<file path="src/rtl/pulse_to_level.sv">
// Stretches single-cycle request pulses into a held level of programmable length,
// with a mandatory one-cycle low gap between holds and a flag for dropped pulses.
module pulse_to_level #(
    parameter int HOLD_W    = 8,
    parameter int RETRIGGER = 1,
    parameter int CNT_W     = 8
) (
    input  logic              clk,
    input  logic              rst,
    input  logic              pulse_i,
    input  logic [HOLD_W-1:0] hold_len_i,
    input  logic              ack_i,
    output logic              level_o,
    output logic              busy_o,
    output logic              overrun_o,
    output logic [CNT_W-1:0]  accept_cnt_o
);

    localparam logic [1:0] IDLE = 2'b00;
    localparam logic [1:0] HOLD = 2'b01;
    localparam logic [1:0] GAP  = 2'b10;

    localparam logic [HOLD_W-1:0] HOLD_ONE = 1;
    localparam logic [CNT_W-1:0]  CNT_ONE  = 1;

    logic [1:0]        state_q, state_d;
    logic [HOLD_W-1:0] cnt_q, cnt_d;
    logic [CNT_W-1:0]  acc_q, acc_d;
    logic              level_q, busy_q, ovr_q, ovr_d;

    // A captured length of zero means "hold until ack"; ack always beats a same-cycle pulse.
    always_comb begin
        state_d = state_q;
        cnt_d   = cnt_q;
        acc_d   = acc_q;
        ovr_d   = 1'b0;
        case (state_q)
            IDLE: begin
                if (pulse_i) begin
                    state_d = HOLD;
                    cnt_d   = hold_len_i;
                    acc_d   = acc_q + CNT_ONE;
                end
            end
            HOLD: begin
                if (ack_i) begin
                    state_d = GAP;
                    cnt_d   = '0;
                    ovr_d   = pulse_i;
                end else if (pulse_i && (RETRIGGER != 0)) begin
                    cnt_d = hold_len_i;
                    acc_d = acc_q + CNT_ONE;
                end else begin
                    ovr_d = pulse_i;
                    if (cnt_q == HOLD_ONE) begin
                        state_d = GAP;
                        cnt_d   = '0;
                    end else if (cnt_q != '0) begin
                        cnt_d = cnt_q - HOLD_ONE;
                    end
                end
            end
            GAP: begin
                state_d = IDLE;
                ovr_d   = pulse_i;
            end
            default: begin
                state_d = IDLE;
                cnt_d   = '0;
                acc_d   = '0;
            end
        endcase
    end

    // Outputs are registered from the next state so they line up with the state they describe.
    always_ff @(posedge clk or posedge rst) begin
        if (rst) begin
            state_q <= IDLE;
            cnt_q   <= '0;
            acc_q   <= '0;
            level_q <= 1'b0;
            busy_q  <= 1'b0;
            ovr_q   <= 1'b0;
        end else begin
            state_q <= state_d;
            cnt_q   <= cnt_d;
            acc_q   <= acc_d;
            level_q <= (state_d == HOLD);
            busy_q  <= (state_d != IDLE);
            ovr_q   <= ovr_d;
        end
    end

    assign level_o      = level_q;
    assign busy_o       = busy_q;
    assign overrun_o    = ovr_q;
    assign accept_cnt_o = acc_q;

endmodule
</file>
<file path="config.mk">
export PLATFORM = sky130hd
export DESIGN_NAME = pulse_to_level
export DESIGN_NICKNAME = d
export VERILOG_FILES = /design/src/rtl/pulse_to_level.sv
export SDC_FILE = /design/constraint.sdc
export NUM_CORES = 1
export LEC_CHECK = 0
export CORE_MARGIN = 3
export CORE_UTILIZATION = 50
export CTS_CLUSTER_SIZE = 12
export DETAILED_ROUTE_END_ITERATION = 10
export MAX_ROUTING_LAYER = met4
export PLACE_DENSITY = 0.84
export SYNTH_ARGS = -nofsm -noshare
export SYNTH_HDL_FRONTEND = slang
export SYNTH_SLANG_ARGS = --single-unit
</file>
<file path="constraint.sdc">
create_clock -name clk -period 3.92 [get_ports clk]
set_clock_uncertainty 0.05 [all_clocks]
set_input_delay 0.392 -clock clk [delete_from_list [all_inputs] [get_ports clk]]
set_output_delay 0.392 -clock clk [all_outputs]
set_load 0.03 [all_outputs]
</file>
==> results.md, run 1 <==
- #FFs+latches synth: 21
- Vias per Instance: 6.16
- Largest net degree at the start of global routing: 22
- Design internal power: 0.000592 W
- Final hold vios: 0
- Worst R2R End: cnt_q[0]$_DFFE_PP0P_
- Leading area contributor after synthesis: dfrtp_1
- Critical path endpoint category: register
- Psw: 0.000511 W
- Reg2reg path depth: 6
- Grt ovf: 0
- Commonest non-fill, non-tap cell in the layout: clkdlybuf4s50_1
- Row count: 17
- Clk pwr share: 9.7%
- Hold_ws: 0.477 ns
- Post-synth EDFFs: 0
- Post-synthesis cell type count: 47
- Worst-skew pair later-pin latency: 0.31 ns
- Root Buffer: clkbuf_4
- Crit-path leading delay family: simple AND/OR/NAND/NOR gates
- Ys flop type: dfrtp_1
- Setup WS post-layout: 1.53 ns
- Seq/Total Area, Yosys: 40.3%
- CTS tree: done
- Antenna violations before repair: 0
- Gr usage total: 19.3%
- Ports: 23
- Max Cap Viol: 0
- 1st-pass router iterations: 4
- NumNets Final: 173
- Resize count post-CTS: 0
- Layout cell share with drive strength beyond 1: 9.74%
- Top post-synthesis cells by area: dfrtp_1 (40%), ha_1 (5.8%), o2bb2ai_1 (4.0%)
- Core ar.: 2340 um^2
- Initial Util: 55.8%
- Max IR drop VDD: 0.473 mV
- Setup crit start kind: register
- Inserted Clock Buffers: 3
- CTS Hold Bufs: 0
- # diodes: 0
- Routed wire per std cell: 15.1 um
- Clk sinks: 21
- Switching part of the total: 46.3%
- Slew of the pin with the lowest slew margin: 0.821 ns
- RR Startpoint: state_q[1]$_DFF_PP0_
- Final setup fails: 0
- Worst slack, placed: 1.40 ns
- Cells after Synth: 131
- Die Height: 57.1 um
- Vias post-DR: 1122
- Initial DRC Count: 28
- Maximum root-to-sink buffer count: 2
- Period utilisation layout: 61.0%
- Max Slew Vio Count: 0
- Most frequent cells in the layout: clkdlybuf4s50_1 (22), dfrtp_1 (21), inv_1 (10)
- Detail Placement HPWL: 2040 um
- Avg Cell Area, Syn: 9.96 um^2
- Slowest CP cell: nor3b_2
- Post-CTS setup buffer count: 0
- PD cells: 703 nW/um^2
- Die ar.: 3260 um^2
- DRC viols: 0
- Syn nets: 149
- Logic pwr share: 57.6%
- RD Place Congestion: 0.851
- Critical Path, Cell by Cell: inv_1 -> ha_1 -> nor3b_2 -> nand4_2 -> nand2_4 -> mux2_4
- RSZ-0062 raised after global routing: no
- FMAX: 418 MHz
- WL final: 2750 um
- Leak pwr: 0.653 nW
- Period minus WS final: 2.39 ns
- Asr flop ratio synth: 100%
- Worst slew margin: 45.2%
- Reg clk slew, reported paths: 0.12 ns
- Fin Setup TNS: 0 ns
- Die Width: 57.1 um
- Worst Path Required: 4.07 ns
- Utilization after layout: 67.1%
- Syn Std Cell Area: 1310 um^2
- Crit path largest cell delay: 0.52 ns
- Worst Hold Class: in -> async
- R2r setup slk: 1.53 ns
- Max FO, Critical Path: 8
- Setup Crit Path Kind: reg -> reg
- Antenna-violating nets left: 0
- Flop pwr share: 32.7%
- Status: completed
- H-tree Lvls: 1
- First-pass GRT wire length: 4920 um
- PortBufs: 22
- Synth warn: 0
- Synth top area share: 40.3%
- Number of global-route vias before repair: 1149
- Area Overhead vs Synth: 20.3%
- Critical path arrival: 2.55 ns
- Worst path buffer plus inverter count: 1
-- how the worst max path moves through the flow --
stage	startpoint	end	slack [ns]	cells past startpoint
after floorplan	state_q[1]$_DFF_PP0_	cnt_q[0]$_DFFE_PP0P_	1.87	6
after global routing	state_q[1]$_DFF_PP0_	cnt_q[0]$_DFFE_PP0P_	1.30	6
after detailed placement	pulse_i	cnt_q[0]$_DFFE_PP0P_	1.40	5
after global placement	pulse_i	cnt_q[0]$_DFFE_PP0P_	1.49	5
after CTS	state_q[1]$_DFF_PP0_	cnt_q[0]$_DFFE_PP0P_	1.57	6
final	state_q[1]$_DFF_PP0_	cnt_q[0]$_DFFE_PP0P_	1.53	6
-- cells in the mapped netlist, types with 2 or more instances --
master     count
nor2b_1        3
xor2_1         2
nand3_1        2
o211ai_1       6
o2bb2ai_1      6
nor2_1         9
or2_2          2
a21oi_1        6
nor3_1         5
inv_1         10
and2_1         2
a21o_1         2
dfrtp_1       21
a2bb2oi_1      3
nor4b_1        2
nand2_1        6
or3_1          2
o31ai_1        4
o21ai_0        2
ha_1           6
or4_1          3
o2111ai_1      2
-- layout make-up --
| class | instances | area [um^2] |
|---|---|---|
| clock buffer | 4 | 26.3 |
| inverter | 10 | 37.5 |
| timing repair buffer | 22 | 220 |
| multi-input combinational | 97 | 726 |
| tap | 28 | 35.0 |
| fill | 187 | 769 |
| sequential | 21 | 526 |
-- sequential cells by signal, summed over array words and instances, names as in the netlist --
name,flops
overrun_o,1
level_o,1
state_q,2
accept_cnt_o,8
cnt_q,8
busy_o,1
-- worst reg2reg max path, stage by stage, from the launching register on --
cell and delay, ns:
dfrtp_1 0.42, inv_1 0.11, ha_1 0.32, nor3b_2 0.52, nand4_2 0.34, nand2_4 0.22
mux2_4 0.31
-- routing by layer --
layer / share of wire (%) / global-route usage (%)
met1: 44 / 23.9
met2: 47 / 30.0
met3: 5.7 / 3.39
met4: 2.9 / 10.3
met5: 0 / -
-- kinds of logic (layout without fill, tap and decap cells) --
logic type | count (synthesis) | count (layout) | share of synthesized area (%)
AO/OA/AOI/OAI | 41 | 41 | 24.7
multiplexers | 3 | 3 | 2.78
flip-flops | 21 | 21 | 40.3
buffers and inverters | 13 | 36 | 4.12
AND/OR/NAND/NOR | 44 | 44 | 20.3
XOR/XNOR | 3 | 3 | 2.01
adder cells (fa/ha/maj) | 6 | 6 | 5.75
-- stage by stage --
| step | area [um^2] | cells | total power, W |
|---|---|---|---|
| finish | 1570 | 182 | 0.00110 |
| global route | 1570 | 182 | 0.00120 |
| CTS | 1570 | 182 | 0.00110 |
| detailed placement | 1540 | 178 | 0.000997 |
| global placement | 1540 | 178 | 0.000983 |
| floorplan | 1310 | 131 | 0.000831 |
-- power by group through the flow --
stage	Combinational [W]	Clock (W)	Sequential [W]
floorplan	0.000435	0	0.000396
global placement	0.000624	0	0.000359
detailed placement	0.000633	0	0.000364
CTS	0.000636	0.000108	0.000360
global route	0.000710	0.000118	0.000375
finish	0.000635	0.000107	0.000361
Power figures use the tool's default switching activity.
==> inputs of run 2 (changes only) <==
==> constraint.sdc (replaced) <==
create_clock -name clk -period 2.4 [get_ports clk]
set_clock_uncertainty 0.05 [all_clocks]
set_input_delay 0.24 -clock clk [delete_from_list [all_inputs] [get_ports clk]]
set_output_delay 0.24 -clock clk [all_outputs]
set_load 0.03 [all_outputs]
==> run 2 against run 1 <==
- routed wire length rose by 5.9%
- sequential cell count did not move
- via count rose by 2.2%
- critical endpoint is now accept_cnt_o[7]$_DFFE_PP0P_
- largest cell class unchanged
==> results.md, run 2 (synthesis gave the netlist of run 1 again) <==
- Status: completed
- Worst slew margin: 45.1%
- Crit-path leading delay family: simple AND/OR/NAND/NOR gates
- Worst Hold Class: in -> async
- Die Width: 57.1 um
- RSZ-0062 raised after global routing: no
- Worst-skew pair later-pin latency: 0.30 ns
- Final setup fails: 0
- Commonest non-fill, non-tap cell in the layout: clkdlybuf4s50_1
- 1st-pass router iterations: 4
- FMAX: 454 MHz
- Root Buffer: clkbuf_4
- CTS Hold Bufs: 0
- Critical Path, Cell by Cell: inv_1 -> ha_1 -> nor2_1 -> o21ai_1 -> or4_1 -> a21oi_1
- Clk sinks: 21
- PD cells: 1150 nW/um^2
- Slowest CP cell: or4_1
- Final hold vios: 0
- Critical path arrival: 2.39 ns
- Post-CTS setup buffer count: 0
- Switching part of the total: 46.3%
- Slew of the pin with the lowest slew margin: 0.822 ns
- Utilization after layout: 68.7%
- Vias post-DR: 1147
- DR WL met2: 1480 um
- Die ar.: 3260 um^2
- Reg clk slew, reported paths: 0.12 ns
- Clk pwr share: 9.4%
- Flop pwr share: 31.3%
- Grt ovf: 0
- Row count: 17
- Max Slew Vio Count: 0
- RD Place Congestion: 0.872
- Period minus WS final: 2.20 ns
- RR Startpoint: state_q[1]$_DFF_PP0_
- Maximum root-to-sink buffer count: 2
- Worst Path Required: 2.59 ns
- Antenna-violating nets left: 0
- Layout cell share with drive strength beyond 1: 12.6%
- Die Height: 57.1 um
- Ports: 23
- Max FO, Critical Path: 9
- Vias per Instance: 6.13
- Number of global-route vias before repair: 1184
- R2r setup slk: 0.20 ns
- Antenna violations before repair: 0
- Largest net degree at the start of global routing: 22
- Reg2reg path depth: 6
- Worst R2R End: accept_cnt_o[7]$_DFFE_PP0P_
- Max Cap Viol: 0
- Inserted Clock Buffers: 3
- Routed wire per std cell: 15.6 um
- NumNets Final: 178
- WL met1: 1220 um
- Setup crit end: accept_cnt_o[7]$_DFFE_PP0P_
- Critical path endpoint category: register
- Core ar.: 2340 um^2
- Gr usage total: 19.7%
- Multi-input gate area: 726 um^2
- Initial Util: 55.8%
- Leak pwr: 0.677 nW
- WL final: 2910 um
- Max IR drop VDD: 0.670 mV
- DR WL met3: 179 um
- Initial DRC Count: 44
- First-pass GRT wire length: 5060 um
- H-tree Lvls: 1
- Crit path largest cell delay: 0.57 ns
- Psw: 0.000853 W
- Worst path depth: 6
- Resize count post-CTS: 0
- Sequential cell area: 526 um^2
- Fin Setup TNS: 0 ns
- Period utilisation layout: 91.8%
- Setup crit start kind: register
- Worst path buffer plus inverter count: 1
- FILL cells: 175
- Top Layer Used: met4
- # diodes: 0
- PortBufs: 22
- Logic pwr share: 59.3%
- Area Overhead vs Synth: 23.2%
- CTS tree: done
- Most frequent cells in the layout: clkdlybuf4s50_1 (22), dfrtp_1 (21), inv_1 (10)
- Crit path from: state_q[1]$_DFF_PP0_
- DRC viols: 0
- Setup Crit Path Kind: reg -> reg
- Design internal power: 0.000991 W
- Detail Placement HPWL: 2230 um
## run 2: worst min path at each step
stage	to	slack, ns
2_1_floorplan	accept_cnt_o[0]$_DFFE_PP0P_	0.17
3_3_place_gp	accept_cnt_o[1]$_DFFE_PP0P_	0.47
4_1_cts	cnt_q[1]$_DFFE_PP0P_	0.36
6_report	cnt_q[3]$_DFFE_PP0P_	0.33
3_5_place_dp	cnt_q[7]$_DFFE_PP0P_	0.47
5_1_grt	cnt_q[1]$_DFFE_PP0P_	0.41
## run 2: layout make-up
type	count	share of cell area, %
sequential	21	32.7
multi-input combinational	97	45.1
timing repair buffer	27	16.0
tap	28	2.18
inverter	10	2.33
clock buffer	4	1.63
## run 2: power groups by stage
stage,registers (W),logic [W],clock network (W)
6_report,0.000577,0.00109,0.000174
5_1_grt,0.000593,0.00120,0.000190
4_1_cts,0.000575,0.00109,0.000178
3_5_place_dp,0.000583,0.00109,0
3_3_place_gp,0.000576,0.00105,0
2_1_floorplan,0.000647,0.000710,0
## run 2: routing by layer
metal	GRT usage (%)	vias to the layer above
met4	6.62	0
met2	35.1	47
met1	22.4	544
met3	3.17	4
met5	-	-
li1	-	552
## run 2: metrics by stage
| stage | hold slack, ns | total power (W) | setup slack, ns | cells | area [um^2] |
|---|---|---|---|---|---|
| final | 0.333 | 0.00184 | 0.196 | 187 | 1610 |
| after global routing | 0.406 | 0.00199 | 0.110 | 187 | 1610 |
| after CTS | 0.360 | 0.00185 | 0.234 | 187 | 1610 |
| after detailed placement | 0.470 | 0.00167 | 0.259 | 183 | 1580 |
| after global placement | 0.470 | 0.00163 | 0.348 | 183 | 1580 |
| after floorplan | 0.167 | 0.00136 | 0.350 | 131 | 1310 |
